File: config.mk
export PLATFORM = sky130hd
export DESIGN_NAME = bus_wait_decoder
export DESIGN_NICKNAME = d
export VERILOG_FILES = /design/src/rtl/bus_pkg.sv /design/src/rtl/region_match.sv /design/src/rtl/bus_wait_decoder.sv
export SDC_FILE = /design/constraint.sdc
export NUM_CORES = 1
export LEC_CHECK = 0
export CAP_MARGIN = 20
export CORE_MARGIN = 3
export CORE_UTILIZATION = 51
export CTS_BUF_LIST = sky130_fd_sc_hd__clkbuf_4
export CTS_CLUSTER_SIZE = 28
export DETAILED_ROUTE_END_ITERATION = 8
export MAX_ROUTING_LAYER = met4
export PLACE_DENSITY = 0.88
export RECOVER_POWER = 50
export SETUP_SLACK_MARGIN = 0.4
export SLEW_MARGIN = 20
export SYNTH_ARGS = -nofsm -noshare
export SYNTH_HDL_FRONTEND = slang
export SYNTH_SLANG_ARGS = --single-unit
File: constraint.sdc
create_clock -name CLK -period 3.5 [get_ports CLK]
set_input_delay 0.875 -clock CLK [delete_from_list [all_inputs] [get_ports CLK]]
set_output_delay 0.875 -clock CLK [all_outputs]
set_load 0.01 [all_outputs]
File: src/rtl/bus_pkg.sv
// Shared types and default decode tables for the bus wait-state decoder.
package bus_pkg;

  // Bus-cycle controller states
  typedef enum logic [1:0] {
    IDLE,
    WAIT,
    DONE,
    ERR
  } bus_state_e;

  // Wait-state counter width
  localparam int unsigned WAIT_W = 4;
  // Width of a region index (up to 8 regions)
  localparam int unsigned IDX_W  = 3;

  // Default map: element 0 is region 0
  localparam logic [19:0] DEFAULT_BASE_ADDR [4] = '{20'h00000, 20'h80000, 20'h0FF00, 20'h01C00};
  localparam logic [19:0] DEFAULT_ADDR_MASK [4] = '{20'h80000, 20'h80000, 20'h0FFF0, 20'h0FE00};
  localparam logic [3:0]  DEFAULT_IS_IO          = 4'b1100;
  localparam logic [WAIT_W-1:0] DEFAULT_WAIT_STATES [4] = '{4'd0, 4'd1, 4'd2, 4'd5};

endpackage

File: src/rtl/region_match.sv
// Combinational region decode: mask/compare every region and priority-encode
// the hits so the lowest region index wins.
module region_match
  import bus_pkg::*;
#(
  parameter int unsigned            NUM_REGIONS = 4,
  parameter int unsigned            ADDR_WIDTH  = 20,
  parameter logic [ADDR_WIDTH-1:0]  BASE_ADDR [NUM_REGIONS] = DEFAULT_BASE_ADDR,
  parameter logic [ADDR_WIDTH-1:0]  ADDR_MASK [NUM_REGIONS] = DEFAULT_ADDR_MASK,
  parameter logic [NUM_REGIONS-1:0] IS_IO = DEFAULT_IS_IO
) (
  input  logic [ADDR_WIDTH-1:0] addr_i,
  input  logic                  iom_i,
  output logic                  hit_o,
  output logic [IDX_W-1:0]      hit_idx_o
);

  logic [NUM_REGIONS-1:0] match;

  // Per-region compare; the address space qualifier must agree with IOM
  always_comb begin
    for (int r = 0; r < int'(NUM_REGIONS); r++) begin
      match[r] = ((addr_i & ADDR_MASK[r]) == BASE_ADDR[r]) && (iom_i == IS_IO[r]);
    end
  end

  // Scan from the top down so the lowest matching index is the last written
  always_comb begin
    hit_o     = 1'b0;
    hit_idx_o = '0;
    for (int r = int'(NUM_REGIONS) - 1; r >= 0; r--) begin
      if (match[r]) begin
        hit_o     = 1'b1;
        hit_idx_o = IDX_W'(r);
      end
    end
  end

endmodule

File: src/rtl/bus_wait_decoder.sv
// Address latch, region chip-select decode and wait-state generator for a
// multiplexed-address CPU bus.
module bus_wait_decoder
  import bus_pkg::*;
#(
  parameter int unsigned            NUM_REGIONS = 4,
  parameter int unsigned            ADDR_WIDTH  = 20,
  parameter logic [ADDR_WIDTH-1:0]  BASE_ADDR [NUM_REGIONS] = DEFAULT_BASE_ADDR,
  parameter logic [ADDR_WIDTH-1:0]  ADDR_MASK [NUM_REGIONS] = DEFAULT_ADDR_MASK,
  parameter logic [NUM_REGIONS-1:0] IS_IO = DEFAULT_IS_IO,
  parameter logic [WAIT_W-1:0]      WAIT_STATES [NUM_REGIONS] = DEFAULT_WAIT_STATES
) (
  input  logic                  CLK,
  input  logic                  RESET,
  input  logic                  ALE,
  input  logic                  IOM,
  input  logic                  RD,
  input  logic                  WR,
  input  logic [7:0]            AD,
  input  logic [ADDR_WIDTH-9:0] A,
  output logic [ADDR_WIDTH-1:0] Address,
  output logic [NUM_REGIONS-1:0] CS,
  output logic                  READY,
  output logic                  DECODE_ERR
);

  bus_state_e             state_q, state_d;
  logic [ADDR_WIDTH-1:0]  addr_q, addr_d;
  logic [NUM_REGIONS-1:0] cs_q, cs_d;
  logic [WAIT_W-1:0]      cnt_q, cnt_d;
  logic                   err_q, err_d;

  logic                   hit;
  logic [IDX_W-1:0]       hit_idx;
  logic [NUM_REGIONS-1:0] hit_onehot;
  logic [WAIT_W-1:0]      hit_wait;
  logic                   rd_act, wr_act;

  assign rd_act = ~RD;
  assign wr_act = ~WR;

  region_match #(
    .NUM_REGIONS (NUM_REGIONS),
    .ADDR_WIDTH  (ADDR_WIDTH),
    .BASE_ADDR   (BASE_ADDR),
    .ADDR_MASK   (ADDR_MASK),
    .IS_IO       (IS_IO)
  ) u_region_match (
    .addr_i    (addr_q),
    .iom_i     (IOM),
    .hit_o     (hit),
    .hit_idx_o (hit_idx)
  );

  // Expand the winning index into a chip-select vector and look up its wait count
  always_comb begin
    hit_onehot = '0;
    hit_wait   = '0;
    for (int r = 0; r < int'(NUM_REGIONS); r++) begin
      if (hit_idx == IDX_W'(r)) begin
        hit_onehot[r] = 1'b1;
        hit_wait      = WAIT_STATES[r];
      end
    end
  end

  // Next-state logic for the address latch, bus-cycle FSM, counter and error pulse
  always_comb begin
    state_d = state_q;
    cnt_d   = cnt_q;
    cs_d    = cs_q;
    err_d   = 1'b0;
    // The latched address is frozen while a wait sequence is running
    addr_d  = (ALE && (state_q != WAIT)) ? {A, AD} : addr_q;

    unique case (state_q)
      IDLE: begin
        if (rd_act && wr_act) begin
          state_d = ERR;
          err_d   = 1'b1;
          cs_d    = '0;
        end else if (rd_act || wr_act) begin
          if (hit) begin
            cs_d    = hit_onehot;
            cnt_d   = hit_wait;
            state_d = (hit_wait != '0) ? WAIT : DONE;
          end else begin
            state_d = ERR;
            err_d   = 1'b1;
            cs_d    = '0;
          end
        end
      end
      WAIT: begin
        if (!rd_act && !wr_act) begin
          // Strobe withdrawn early: abandon the cycle
          state_d = IDLE;
          cs_d    = '0;
          cnt_d   = '0;
        end else if (cnt_q <= WAIT_W'(1)) begin
          state_d = DONE;
          cnt_d   = '0;
        end else begin
          cnt_d = cnt_q - WAIT_W'(1);
        end
      end
      DONE: begin
        if (!rd_act && !wr_act) begin
          state_d = IDLE;
          cs_d    = '0;
        end
      end
      ERR: begin
        cs_d = '0;
        if (!rd_act && !wr_act) begin
          state_d = IDLE;
        end
      end
      default: begin
        state_d = IDLE;
        cs_d    = '0;
        cnt_d   = '0;
      end
    endcase
  end

  // State registers with asynchronous active-high reset
  always_ff @(posedge CLK or posedge RESET) begin
    if (RESET) begin
      state_q <= IDLE;
      addr_q  <= '0;
      cs_q    <= '0;
      cnt_q   <= '0;
      err_q   <= 1'b0;
    end else begin
      state_q <= state_d;
      addr_q  <= addr_d;
      cs_q    <= cs_d;
      cnt_q   <= cnt_d;
      err_q   <= err_d;
    end
  end

  // READY follows the state directly so a reset releases it without a clock
  assign READY      = (state_q != WAIT);
  assign Address    = addr_q;
  assign CS         = cs_q;
  assign DECODE_ERR = err_q;

endmodule

==> flow_summary_export.csv <==
group,metric,value,unit
status,run_status,"complete, but fails checks",
status,failed_checks,"capacitance limit, slew limit",
layout,regArea,775.7,um2
yosys,synthDominantCellAreaShare,48.90,%
worst_setup_path,number_of_cells_on_the_worst_reg_to_reg_path,5,
yosys,synth_seq_area_share,48.90,%
drt,detail_route.iter0.violations,71,
die,design.core.area,0.002853,mm2
worst_hold_path,hold_path.startpoint,"Address[16]",
layout,fill_cells,197,
yosys,ys_dominant_reg_cell,"sky130_fd_sc_hd__dfrtp_1",
yosys,multiplexer_share_of_the_synthesized_area,18.14,%
yosys,count_of_mapped_cells_out_of_synthesis,134,
power,cellLeakagePower,0.9127,nW
worst_setup_path,cp.arrival,1860,ps
yosys,synth_nets,167,
die,initial_core_util,55.61,%
layout,flow.area_growth_from_synthesis,36.99,%
yosys,syn-mean-instance-area,11.84,um2
power,vdd_ir_drop_max,0.4413,mV
yosys,synthesis.area,0.001587,mm2
clock_tree,cts_resized,0,
clock_tree,cts_max_path_buffers,2,
drt,drcViolationCount,0,
place,portBuffers,51,
worst_hold_path,holdCritPathClass,"reg -> reg",
layout,antenna_cells_inserted,0,
worst_setup_path,worstSetupStartpointType,"register",
yosys,synth-edff-count,0,
worst_setup_path,setup.worst_path.class,"reg -> out",
yosys,ys.warnings.count,0,
worst_setup_path,worst-endpoint-required,2620,ps
place,place_area,0.002131,mm2
clock_tree,clkSinkCount,31,
global_route,grt_max_degree,32,
die,ioPinCount,52,
sta,setup_repair_after_global_routing_missed_its_margin,"no",
drt,dr.pass1.iters,4,
place,post-dp-hpwl,2.786,mm
sta,layout_setup_ws,769.0,ps
clock_tree,clock_tree_from_tritoncts,"built",
yosys,synth-compound-area-share,13.17,%
drt,ant_nets,0,
yosys,synth_top_cell_by_area,"sky130_fd_sc_hd__dfrtp_1",
global_route,antenna_found_initial,0,
power,seq_power_share,37.9,%
sta,report.final.slew_viol_count,32,
power,power_density,711.0,mW/mm2
yosys,top_post_synthesis_cells_by_area,"sky130_fd_sc_hd__dfrtp_1 49%, sky130_fd_sc_hd__mux2_2 13%, sky130_fd_sc_hd__ha_1 5.5%",
layout,combined_area_of_the_multi_input_logic_cells,762.0,um2
global_route,grt_pass1_vias,1357,
yosys,netlist_top_cells_count,"31 x sky130_fd_sc_hd__dfrtp_1, 18 x sky130_fd_sc_hd__mux2_2, 10 x sky130_fd_sc_hd__nand2_1",
global_route,leftover_overflow_at_the_end_of_global_routing,0,
power,clkPwrFrac,13.3,%
sta,hold_violations,0,
flow_run,drv.max_cap_violation_count,1,
sta,max_freq,366.2,MHz
layout,fin_nets,223,
drt,wl,3.824,mm
drt,route.vias.total,1279,
clock_tree,cts-root-buf,"sky130_fd_sc_hd__clkbuf_4",
worst_setup_path,critical_path.slowest_cell,"sky130_fd_sc_hd__clkdlybuf4s50_1",
yosys,post-synth-top-count-cell,"sky130_fd_sc_hd__dfrtp_1",
layout,final_area,0.002173,mm2
global_route,grt_usage,23.90,%
drt,route.detailed.wl_per_inst,17.23,um
die,total_die_area,0.003816,mm2
sta,finalCriticalPeriod,2731,ps
power,combinationalPowerShare,48.8,%
power,switchingPower,0.0005902,W
power,intPower,0.0009550,W
yosys,synth.lib_cells_used.distinct,40,
yosys,synth_top_family_by_area,"multiplexers",
worst_hold_path,hold_path_depth,1,
worst_setup_path,crit-reg2reg-capture,"Address[7]",
die,fp-row-count,19,
clock_tree,cts_htree_levels,2,
die,die-width,61.78,um
worst_setup_path,worst_path_largest_cell_delay,490,ps
clock_tree,clk_slew_on_worst_s_h_paths,100,ps
place,place_inst,214,
worst_setup_path,worstPathCellList,"inv_1 -> ha_1 -> inv_2 -> clkdlybuf4s50_1",
sta,worst_clock_skew,6.452,ps
layout,drive_gt1_share,18.32,%
sta,timing.final.setup_violations,0,
sta,worst_pin_slew,1721,ps
yosys,ys_seq_elements,31,
layout,final_cell_count_no_fill,222,
clock_tree,post_cts_repair_setup_buffers,0,
clock_tree,clock_latency,340,ps
sta,post-route-period-util,78.03,%
clock_tree,cts_hold_buf,0,
yosys,postSynth.asyncResetShare,100.0,%
power,netSwitchingFraction,38.20,%
place,place_worst_setup_slack,1070,ps
die,die_h,61.78,um
yosys,synthAdderAreaFrac,5.521,%
worst_setup_path,critical_path.reg2reg.startpoint,"state_q[1]",
worst_setup_path,critical_path_peak_fanout,9,
global_route,grt_first_pass_wirelength,6.320,mm
worst_hold_path,hold-path-endpoint,"Address[16]",
sta,setup_total_negative_slack,0,ps
worst_setup_path,timing.critical_path.to_type,"output pin",
worst_setup_path,critPathBufInv,3,
yosys,synth-simple-area-share,10.65,%
yosys,post_synth_xor_area_fraction,0.5521,%
worst_setup_path,cpLargestDelayFamily,"buffers and inverters",
drt,vias_per_cell,5.761,
sta,maxSlewHeadroom,-14.75,%
place,place.gp.congestion,0.9757,
clock_tree,tritoncts_buffers,5,
worst_setup_path,r2r_setup_slack,1030,ps
==> cells in the final DEF, fill, tap and decap left out, types with 2 or more instances in the layout <==
| cell type | netlist | layout |
|---|---|---|
| sky130_fd_sc_hd__clkdlybuf4s50_1 | 0 | 47 |
| sky130_fd_sc_hd__dfrtp_1 | 31 | 31 |
| sky130_fd_sc_hd__mux2_2 | 18 | 18 |
| sky130_fd_sc_hd__nand2_1 | 10 | 10 |
| sky130_fd_sc_hd__nor2_1 | 7 | 7 |
| sky130_fd_sc_hd__ha_1 | 7 | 7 |
| sky130_fd_sc_hd__inv_1 | 6 | 6 |
| sky130_fd_sc_hd__a21oi_1 | 5 | 5 |
| sky130_fd_sc_hd__clkbuf_4 | 0 | 5 |
| sky130_fd_sc_hd__o21ai_1 | 4 | 4 |
| sky130_fd_sc_hd__mux2i_1 | 4 | 4 |
| sky130_fd_sc_hd__mux2_1 | 4 | 4 |
| sky130_fd_sc_hd__dlygate4sd3_1 | 0 | 4 |
| sky130_fd_sc_hd__nor3_1 | 3 | 3 |
| sky130_fd_sc_hd__clkinv_2 | 0 | 3 |
| sky130_fd_sc_hd__nand2b_1 | 2 | 2 |
| sky130_fd_sc_hd__a31oi_1 | 2 | 2 |
| sky130_fd_sc_hd__o32a_1 | 2 | 2 |
| sky130_fd_sc_hd__o31ai_1 | 2 | 2 |
| sky130_fd_sc_hd__clkbuf_1 | 0 | 2 |
==> routing by layer <==
layer / vias to the layer above / share of wire (%) / GRT usage, % / wire [um]
li1: 605 / - / - / -
met1: 608 / 42 / 29.83 / 1610
met2: 57 / 49 / 37.07 / 1872
met3: 9 / 7.5 / 8.058 / 285
met4: 0 / 1.4 / 6.970 / 55
met5: - / 0 / - / 0
==> registers in the layout (all words and copies together), names as in the netlist <==
signal,flops
Address,20
cnt_q,4
state_q,2
CS,4
DECODE_ERR,1
==> power groups by stage <==
| stage | clock network, W | registers, W | logic (W) |
|---|---|---|---|
| floorplan | 0 | 0.000610 | 0.000403 |
| global placement | 0 | 0.000575 | 0.000736 |
| detailed placement | 0 | 0.000587 | 0.000753 |
| CTS | 0.000207 | 0.000585 | 0.000761 |
| global route | 0.000224 | 0.000601 | 0.000824 |
| finish | 0.000206 | 0.000585 | 0.000754 |
==> logic make-up after synthesis <==
family                     Yosys count
and+or+nand+nor                     31
DFF                                 31
AOI/OAI and AO/OA                   27
muxes                               26
buffers and inverters               11
adders and majority gates            7
xor gates and xnor gates             1
==> how the worst max path moves through the flow <==
stage,from,to,depth (start not counted)
5_1_grt,RESET,Address[4],3
3_3_place_gp,RD,state_q[1],4
2_1_floorplan,RD,state_q[1],5
4_1_cts,state_q[1],READY,4
6_report,state_q[1],READY,4
3_5_place_dp,IOM,cnt_q[0],5
==> through the flow <==
stage	total power (W)	hold slack, ps	utilization (%)
6_report	0.001545	510.1	76.18
5_1_grt	0.001649	535.9	76.18
4_1_cts	0.001553	510.5	76.54
3_5_place_dp	0.001340	481.8	74.69
3_3_place_gp	0.001311	468.2	74.69
2_1_floorplan	0.001013	511.1	-
==> cell type report <==
class / count / share of cell area [%]
clock buffer: 5 / 1.727
clock inverter: 3 / 0.6908
inverter: 7 / 1.209
multi-input combinational: 92 / 35.06
sequential: 31 / 35.69
tap: 31 / 1.785
timing repair buffer: 53 / 23.83
No activity file was read; power rests on OpenSTA's default activity.
